$ cat src/rtl/writeback_queue.sv
// Register-file writeback queue: merges ALU and load-unit results into one
// write port, draining one entry per cycle in strict FIFO order.
module writeback_queue #(
  parameter int ADDRESS_WIDTH = 5,
  parameter int DATA_WIDTH    = 32,
  parameter int DEPTH         = 4
) (
  input  logic                       clk,
  input  logic                       rst_n,
  input  logic                       alu_valid,
  input  logic [ADDRESS_WIDTH-1:0]   alu_rd,
  input  logic [DATA_WIDTH-1:0]      alu_data,
  output logic                       alu_ready,
  input  logic                       mem_valid,
  input  logic [ADDRESS_WIDTH-1:0]   mem_rd,
  input  logic [DATA_WIDTH-1:0]      mem_data,
  output logic                       mem_ready,
  output logic                       WE3,
  output logic [ADDRESS_WIDTH-1:0]   AD3,
  output logic [DATA_WIDTH-1:0]      WD3,
  input  logic [ADDRESS_WIDTH-1:0]   chk1_addr,
  input  logic [ADDRESS_WIDTH-1:0]   chk2_addr,
  output logic                       chk1_pending,
  output logic                       chk2_pending,
  output logic [$clog2(DEPTH):0]     count,
  output logic                       empty
);

  localparam int PTR_W = $clog2(DEPTH);
  localparam int CNT_W = PTR_W + 1;

  logic [ADDRESS_WIDTH-1:0] r_mem_rd   [DEPTH];
  logic [DATA_WIDTH-1:0]    r_mem_data [DEPTH];
  logic [PTR_W-1:0]         r_wr_ptr;
  logic [PTR_W-1:0]         r_rd_ptr;
  logic [CNT_W-1:0]         r_count;

  logic [CNT_W-1:0]         w_free;
  logic                     w_empty;
  logic                     w_alu_push;
  logic                     w_mem_push;
  logic                     w_pop;
  logic [1:0]               w_push_cnt;
  logic [PTR_W-1:0]         w_mem_slot;
  logic [PTR_W-1:0]         w_off  [DEPTH];
  logic [DEPTH-1:0]         w_hit1;
  logic [DEPTH-1:0]         w_hit2;

  // Free space ignores this cycle's pop so a full queue never pushes and pops at once.
  assign w_free    = CNT_W'(DEPTH) - r_count;
  assign alu_ready = (w_free >= CNT_W'(1));
  assign mem_ready = alu_valid ? (w_free >= CNT_W'(2)) : (w_free >= CNT_W'(1));

  // Accepted requests targeting x0 are swallowed without occupying a slot.
  assign w_alu_push = alu_valid && alu_ready && (alu_rd != '0);
  assign w_mem_push = mem_valid && mem_ready && (mem_rd != '0);
  assign w_push_cnt = {1'b0, w_alu_push} + {1'b0, w_mem_push};
  assign w_mem_slot = r_wr_ptr + PTR_W'(w_alu_push);

  assign w_empty = (r_count == '0);
  assign w_pop   = !w_empty;

  assign empty = w_empty;
  assign count = r_count;
  assign WE3   = !w_empty;
  assign AD3   = w_empty ? '0 : r_mem_rd[r_rd_ptr];
  assign WD3   = w_empty ? '0 : r_mem_data[r_rd_ptr];

  // An entry is occupied when its distance from the head is below the count.
  for (genvar g = 0; g < DEPTH; g++) begin : g_scan
    assign w_off[g]  = PTR_W'(g) - r_rd_ptr;
    assign w_hit1[g] = ({1'b0, w_off[g]} < r_count) && (r_mem_rd[g] == chk1_addr);
    assign w_hit2[g] = ({1'b0, w_off[g]} < r_count) && (r_mem_rd[g] == chk2_addr);
  end

  assign chk1_pending = (chk1_addr != '0) && (|w_hit1);
  assign chk2_pending = (chk2_addr != '0) && (|w_hit2);

  // NOTE: sequential state uses non-blocking assignments so every register
  // samples pre-edge values regardless of statement order.
  always_ff @(posedge clk or negedge rst_n) begin
    if (!rst_n) begin
      r_wr_ptr <= '0;
      r_rd_ptr <= '0;
      r_count  <= '0;
    end else begin
      r_wr_ptr <= r_wr_ptr + PTR_W'(w_push_cnt);
      if (w_pop) r_rd_ptr <= r_rd_ptr + PTR_W'(1);
      r_count  <= r_count + CNT_W'(w_push_cnt) - CNT_W'(w_pop);
    end
  end

  // NOTE: entry storage has no reset; the count alone decides which slots are
  // valid, so stale contents are never observed.
  always_ff @(posedge clk) begin
    if (w_alu_push) begin
      r_mem_rd[r_wr_ptr]   <= alu_rd;
      r_mem_data[r_wr_ptr] <= alu_data;
    end
    if (w_mem_push) begin
      r_mem_rd[w_mem_slot]   <= mem_rd;
      r_mem_data[w_mem_slot] <= mem_data;
    end
  end

endmodule

$ cat config.mk
export PLATFORM = sky130hd
export DESIGN_NAME = writeback_queue
export DESIGN_NICKNAME = d
export VERILOG_FILES = /design/src/rtl/writeback_queue.sv
export SDC_FILE = /design/constraint.sdc
export NUM_CORES = 1
export LEC_CHECK = 0
export BUFFER_PORTS_ARGS = -buffer_cell sky130_fd_sc_hd__buf_2
export CAP_MARGIN = 20
export CORE_UTILIZATION = 45
export CTS_CLUSTER_SIZE = 16
export DETAILED_ROUTE_END_ITERATION = 10
export GPL_TIMING_DRIVEN = 1
export HOLD_SLACK_MARGIN = 0.03
export PLACE_DENSITY = 0.65
export SYNTH_ARGS = -nofsm -noshare
export SYNTH_HDL_FRONTEND = slang
export SYNTH_SLANG_ARGS = --single-unit
$ cat constraint.sdc
create_clock -name clk -period 7.98 [get_ports clk]
set_clock_uncertainty 0.05 [all_clocks]
set_input_delay 0.798 -clock clk [delete_from_list [all_inputs] [get_ports clk]]
set_output_delay 0.798 -clock clk [all_outputs]
set_load 0.05 [all_outputs]
==> results.json, run 1 <==
{
  "dieArea_um2": 20380,
  "root_buffer": "clkbuf_16",
  "status": "completed",
  "die_h_um": 142.8,
  "gr-total-overflow": 0,
  "routed_wl_mm": 20.27,
  "final.period_utilization_pct": 52.67,
  "min_period_ns": 4.203,
  "cp_data_arrival_time_ns": 3.35,
  "grt_max_degree": 44,
  "worstMarginPinSlew_ns": 1.146,
  "slew_headroom_pct": 23.57,
  "critical_path.cell_chain": "inv_1 -> ha_1 -> a21boi_0 -> o21a_1 -> nor4_1 -> nor4_1 -> a21oi_1 -> buf_2",
  "drive_gt1_share_pct": 54.05,
  "coreArea_um2": 19460,
  "clock-sinks": 155,
  "grt_util_all_layers_pct": 21.02,
  "hold_violations": 0,
  "synthesis.nets": 650,
  "ys_seq_area_share_pct": 51.80,
  "areaGrowthSynthToFinish_pct": 16.14,
  "path_class": "reg -> out",
  "die_x_um": 142.8,
  "cts_htree_levels": 4,
  "syn_inst": 547,
  "grt_pass1_vias": 5360,
  "cts-resized-gates": 0,
  "fmax_ghz": 0.2379,
  "postCtsSetupRepairBufs": 0,
  "synthesis.area_um2": 8917,
  "clockBufferDepth": 2,
  "grt_pass1_wl_mm": 30.88,
  "reg2reg_setup_slack_ns": 3.88,
  "crit_required_ns": 7.13,
  "avgViaCountPerCell": 5.425,
  "yosysWarningCount": 0,
  "crit_slowest_cell": "dfrtp_2",
  "critPathLaunchType": "flip-flop",
  "crit_buf_inv": 2,
  "synth_area_per_cell_um2": 16.30,
  "pin_count": 134,
  "cpPeakStageDelay_ns": 1.13,
  "crit_path_frequent_cell": "nor4_1",
  "final_common_cell": "edfxtp_1",
  "hp-class": "in -> async",
  "cts_buffers": 17,
  "setup_tns_ns": 0,
  "place.port_buffers": 133,
  "drtPass1Iterations": 4,
  "crit_fanout": 40,
  "drtAntennaViolNets": 0,
  "gp_congestion": 0.8339,
  "ys_ff_latch": 155,
  "num_vias": 5127,
  "wire_per_inst_um": 21.45,
  "path_clk_slew_ns": 0.06,
  "rsz0062_at_grt": "no",
  "initial_utilization_pct": 45.82,
  "maxCapViolations": 0,
  "fillers": 1633,
  "endpoint_kind": "output port",
  "synthDistinctLibCells": 34,
  "layout.nets": 769,
  "drc": 0,
  "rows": 51,
  "report.final.slew_viol_count": 0,
  "ctsHoldBuffers": 0,
  "cp_top_family": "flip-flops",
  "dp_hpwl_mm": 12.94,
  "layout_common_cells": "148 x edfxtp_1, 133 x buf_2, 76 x mux2_4",
  "cts_tree": "built",
  "first_iter_violations": 276,
  "setup-violations-final": 0,
  "antenna_found_initial": 1,
  "clock_latency_ns": 0.42
}
-- cells in the mapped netlist --
master	n	share of area [%]
o311a_1	1	0.11
nor2b_1	4	0.28
nor3b_2	2	0.28
nor3_1	3	0.17
xnor2_1	31	3.0
fa_1	1	0.22
nor4_1	10	0.70
o21bai_1	2	0.17
and3_4	2	0.25
ha_1	14	2.0
and2_1	37	2.6
o2bb2ai_1	2	0.20
mux4_2	37	9.3
buf_2	8	0.45
nand2b_1	2	0.14
o21a_1	2	0.17
or3_1	2	0.14
inv_1	13	0.55
o21ai_1	1	0.056
buf_6	12	1.5
mux2_2	72	9.1
dfrtp_1	7	2.0
clkbuf_1	17	0.72
buf_1	3	0.13
a31o_2	2	0.20
nand2_1	2	0.084
edfxtp_1	148	50
mux2_4	76	13
nor2_1	3	0.13
a21boi_0	1	0.084
o311a_4	1	0.24
nand3_1	8	0.45
a21oi_1	3	0.17
xor2_1	18	1.8
-- final cells by class --
| cell class | count | area, um^2 | share of cell area [%] |
|---|---|---|---|
| Timing Repair Buffer | 140 | 718.2 | 6.935 |
| Clock inverter | 15 | 171.4 | 1.655 |
| Tap cell | 265 | 331.6 | 3.202 |
| Clock buffer | 17 | 425.4 | 4.108 |
| Multi-Input combinational cell | 339 | 4034 | 38.95 |
| Inverter | 13 | 48.80 | 0.4712 |
| Sequential cell | 155 | 4624 | 44.65 |
| Antenna cell | 1 | 2.502 | 0.02416 |
-- logic make-up (layout without fill, tap and decap cells) --
family          count (synthesis)  count (layout)  share of synthesized area, %
xor+xnor                       49              49                         4.813
mux                           185             185                         31.23
simple gates                   75              75                         5.219
fa+ha+maj                      15              15                         2.189
buf+inv                        53             185                         3.353
compound gates                 15              15                         1.389
other cells                     0               1                             0
flops                         155             155                         51.80
-- worst register-to-register path: stages (launching register included) --
cell and delay, ns:
dfrtp_1 0.49, inv_1 0.12, ha_1 0.22, ha_1 0.27, nor2b_1 0.16, nand2_1 0.10, o311a_1 0.19, ha_1 0.25
xnor2_1 0.30, and3_4 0.74, o21bai_4 0.41, buf_4 0.45
-- through the flow --
stage	cells	hold slack, ns	utilization, %	setup WS, ns	cell area (um^2)
after global placement	912	0.4999	50.13	3.782	9757
final	945	0.1541	53.21	3.777	10360
after global routing	944	0.1532	53.20	3.600	10350
after floorplan	547	0.4524	-	3.466	8917
after detailed placement	912	0.5121	50.13	3.707	9757
after CTS	944	0.1450	53.20	3.749	10350
-- final timing paths --
path	startpoint	endpoint	cells past startpoint
hold / removal	rst_n	r_rd_ptr[0]	1
min in group clk	r_wr_ptr[0]	r_wr_ptr[0]	1
setup reg to reg	count[0]	r_mem_data[1][17]	11
max in group asynchronous	rst_n	r_rd_ptr[0]	1
setup / recovery	r_rd_ptr[1]	chk2_pending	8
hold reg to reg	r_wr_ptr[0]	r_wr_ptr[0]	1
-- metal layers --
metal	global-route usage (%)	part of all wire [%]	vias to the layer above	routed length [um]
li1	-	-	2332	-
met1	25.83	42	2634	8462
met2	37.25	53	139	10640
met3	3.856	4.3	22	878
met4	6.848	1.4	0	285
met5	0	0	-	0
-- flip-flops by register name, indices dropped and copies added (netlist names) --
name        flops
count           3
r_rd_ptr        2
r_wr_ptr        2
r_mem_rd       20
r_mem_data    128
Power of run 1 is left out: the tool's default activity adds up to more than one toggle a clock period on the data nets, which glitch-free logic cannot reach.
==> inputs of run 2 (changes only) <==
PLACE_DENSITY = 0.68   (was 0.65)
clock period = 3.85 ns   (was 7.98 ns; I/O delays follow)
==> results.json, run 2 (synthesis gave the netlist of run 1 again) <==
{
  "grt_pass1_wl_mm": 31.42,
  "largest_register_ffs": 128,
  "clockBufferDepth": 2,
  "place.port_buffers": 133,
  "crit_required_ns": 3.96,
  "grt.busiest_layer": "met2",
  "final.period_utilization_pct": 89.57,
  "crit_fanout": 22,
  "fmax_ghz": 0.2900,
  "worst_slack_ns": 0.4016,
  "critPathLaunchType": "flip-flop",
  "worstMarginPinSlew_ns": 0.6315,
  "grt_util_met3_pct": 4.963,
  "grt_use_met1_pct": 24.26,
  "layout.nets": 780,
  "dieArea_um2": 20380,
  "first_iter_violations": 177,
  "areaGrowthSynthToFinish_pct": 18.09,
  "routed_wl_mm": 20.25,
  "crit_slowest_cell": "dfrtp_1",
  "cts_tree": "built",
  "die_h_um": 142.8,
  "antenna_found_initial": 2,
  "critical_path.cell_chain": "inv_1 -> ha_1 -> ha_1 -> nor2b_1 -> nand2_1 -> o311a_1 -> ha_1 -> xnor2_1 -> and3_4 -> buf_12 -> mux2_2",
  "num_vias": 5110,
  "setup-violations-final": 0,
  "path_class": "reg -> reg",
  "cts_buffers": 17,
  "coreArea_um2": 19460,
  "grt_util_all_layers_pct": 21.02,
  "endpoint_kind": "flip-flop",
  "drtPass1Iterations": 4,
  "cpPeakStageDelay_ns": 0.47,
  "cp_data_arrival_time_ns": 3.56,
  "pin_count": 134,
  "avgViaCountPerCell": 5.356,
  "top_register": "r_mem_data",
  "hp-class": "in -> reg",
  "ctsHoldBuffers": 1,
  "grt_max_degree": 38,
  "rsz0062_at_grt": "no",
  "hold_violations": 0,
  "cts_htree_levels": 4,
  "post-place-ws_ns": 0.4036,
  "root_buffer": "clkbuf_16",
  "dp_hpwl_mm": 13.83,
  "wire_per_inst_um": 21.22,
  "drtAntennaViolNets": 0,
  "gr-total-overflow": 0,
  "min_period_ns": 3.448,
  "final_common_cell": "edfxtp_1",
  "drive_gt1_share_pct": 54.51,
  "path_clk_slew_ns": 0.06,
  "met2_usage_pct": 38.88,
  "slew_headroom_pct": 57.79,
  "clock_latency_ns": 0.41,
  "layout_common_cells": "148 x edfxtp_1, 133 x buf_2, 76 x mux2_4",
  "die_x_um": 142.8,
  "gp_congestion": 0.8554,
  "rows": 51,
  "initial_utilization_pct": 45.82,
  "maxCapViolations": 0,
  "grt_pass1_vias": 5679,
  "report.final.slew_viol_count": 0,
  "status": "completed",
  "cts-resized-gates": 0,
  "drc": 0,
  "clock-sinks": 155,
  "crit_path_frequent_cell": "ha_1",
  "postCtsSetupRepairBufs": 0
}
## run 2: area by class of cell
type                       instances  area [um^2]
timing repair buffer             151        878.3
fill                            1600         8932
multi-input combinational        339         4043
tap                              265        331.6
clock buffer                      18        429.2
inverter                          13        48.80
sequential                       155         4623
antenna                            1        2.502
clock inverter                    12        173.9
## run 2: per-stage QoR
step	area, um^2	utilization [%]	hold WS [ns]	setup TNS, ns	cells
2_1_floorplan	8942	-	0.03941	-12.07	547
3_3_place_gp	9915	50.94	0.1815	0	922
3_5_place_dp	9915	50.94	0.1865	0	922
4_1_cts	10530	54.09	0.2456	0	953
5_1_grt	10530	54.09	0.2536	0	953
6_report	10530	54.10	0.2646	0	954
## run 2: final timing paths
kind | startpoint | end | slack (ns) | depth (start not counted)
max in group asynchronous | rst_n | r_rd_ptr[0] | 3.28 | 2
min in group asynchronous | rst_n | r_wr_ptr[1] | 0.29 | 2
setup / recovery | count[0] | r_mem_data[1][0] | 0.40 | 11
hold / removal | alu_data[8] | r_mem_data[0][8] | 0.26 | 2
hold reg to reg | r_wr_ptr[0] | r_wr_ptr[0] | 0.53 | 1
setup reg to reg | count[0] | r_mem_data[1][0] | 0.40 | 11
## run 2: critical path, delay by kind of cell, from the launching register on
kind            cells  cell delay [ns]
buf+inv             2             0.36
mux                 1             0.37
fa+ha+maj           3             0.73
simple gates        3             0.68
xor+xnor            1             0.33
flops               1             0.47
compound gates      1             0.19
## run 2: routing by layer
layer / wire, um / vias up
met2: 10810 / 124
met5: 13 / -
met3: 877 / 14
li1: - / 2358
met1: 8323 / 2612
met4: 223 / 2
Power of run 2 is left out for the same reason.
==> inputs of run 3 (changes only) <==
BUFFER_PORTS_ARGS = -buffer_cell sky130_fd_sc_hd__buf_4   (was -buffer_cell sky130_fd_sc_hd__buf_2)
CORE_ASPECT_RATIO = 0.9   (was default)
==> results.json, run 3 (synthesis gave the netlist of run 1 again) <==
{
  "num_vias": 5227,
  "cts_htree_levels": 4,
  "drtPass1Iterations": 4,
  "gp_congestion": 0.9405,
  "crit_fanout": 17,
  "path_clk_slew_ns": 0.07,
  "drc": 0,
  "regToRegEndpoint": "r_mem_rd[3][0]",
  "drive_gt1_share_pct": 54.27,
  "maxCapViolations": 0,
  "rsz0062_at_grt": "no",
  "antenna_found_initial": 0,
  "root_buffer": "clkbuf_16",
  "place.port_buffers": 133,
  "gr-total-overflow": 0,
  "hold-path-endpoint": "r_mem_data[3][24]",
  "crit_required_ns": 3.98,
  "avgViaCountPerCell": 5.555,
  "fillers": 1544,
  "cts_tree": "built",
  "reg2reg_setup_slack_ns": 0.27,
  "largest_register_ffs": 128,
  "first_iter_violations": 260,
  "routed_wl_mm": 20.45,
  "rows": 48,
  "fin_area_um2": 10800,
  "hp-class": "in -> reg",
  "fmax_ghz": 0.2795,
  "grt_max_degree": 25,
  "initial_utilization_pct": 46.26,
  "multiInputGateArea_um2": 4043,
  "dieArea_um2": 20380,
  "clockBufferDepth": 2,
  "dp_hpwl_mm": 14.11,
  "min_from": "mem_data[24]",
  "drtAntennaViolNets": 0,
  "layout.nets": 781,
  "setup_tns_ns": 0,
  "die_h_um": 135.5,
  "worstReg2RegStart": "count[0]",
  "critPathLaunchType": "flip-flop",
  "antennaDiodeCount": 0,
  "clock-sinks": 155,
  "endpoint_kind": "flip-flop",
  "worstMarginPinSlew_ns": 0.6776,
  "layout_common_cells": "148 x buf_4, 148 x edfxtp_1, 76 x mux2_4",
  "coreArea_um2": 19280,
  "pin_count": 134,
  "final.period_utilization_pct": 92.93,
  "whs_path_depth": 2,
  "placed_area_um2": 10210,
  "path_class": "reg -> reg",
  "cts_buffers": 17,
  "cp_data_arrival_time_ns": 3.70,
  "die_x_um": 150.4,
  "ff_latch_area_um2": 4626,
  "min_period_ns": 3.578,
  "wire_per_inst_um": 21.74,
  "report.final.slew_viol_count": 0,
  "status": "completed",
  "grt_util_all_layers_pct": 21.05,
  "slew_headroom_pct": 54.71,
  "postCtsSetupRepairBufs": 0,
  "hold_violations": 0,
  "setup-violations-final": 0,
  "clock_latency_ns": 0.43,
  "top_register": "r_mem_data",
  "grt_pass1_wl_mm": 31.13,
  "r2r_cells": 11,
  "areaGrowthSynthToFinish_pct": 21.13,
  "grt_pass1_vias": 5531
}
## run 3: critical path, cell delays in order, from the launching register on
cell     delay, ns
dfrtp_1       0.49
inv_1         0.12
ha_1          0.22
ha_1          0.26
nor2b_1       0.14
nand2_1       0.08
o311a_1       0.29
ha_1          0.25
xor2_1        0.32
and3_4        0.40
buf_4         0.32
mux2_2        0.37
## run 3: final cells by class
cell class | count | area share [%]
multi-input combinational | 339 | 37.43
inverter | 13 | 0.4518
clock inverter | 12 | 1.355
timing repair buffer | 152 | 11.00
tap | 250 | 2.896
clock buffer | 20 | 4.043
sequential | 155 | 42.82
## run 3: worst max-delay path by stage
stage                             to     start
floorplan           r_mem_data[1][0]  count[0]
global placement    r_mem_data[3][4]  count[0]
detailed placement    r_mem_rd[3][0]  count[0]
CTS                   r_mem_rd[3][0]  count[0]
global route          r_mem_rd[3][4]  count[0]
finish                r_mem_rd[3][0]  count[0]
## run 3: layer usage
layer  up-vias  track usage, %  share of wire, %
met2       184           34.84                50
met5         -               0                 0
met4         0           7.407               1.4
met1      2665           27.11                43
li1       2360               -                 -
met3        18           4.781               6.2
## run 3: repair_timing
action | 4_1_cts | 5_1_grt
gates resized for setup | 0 | 0
hold endpoints to repair | 7 | 0
hold buffers | 1 | 0
## run 3: metrics by stage
stage / cells / worst slack, ns / hold WS, ns / util, %
global route: 941 / 0.09082 / 0.2193 / 56.03
detailed placement: 908 / 0.3380 / 0.1536 / 52.95
floorplan: 547 / -0.1637 / 0.03941 / -
CTS: 941 / 0.2726 / 0.2142 / 56.03
finish: 941 / 0.2723 / 0.2285 / 56.03
global placement: 907 / 0.4099 / 0.1516 / 52.81
Power of run 3 is left out for the same reason.
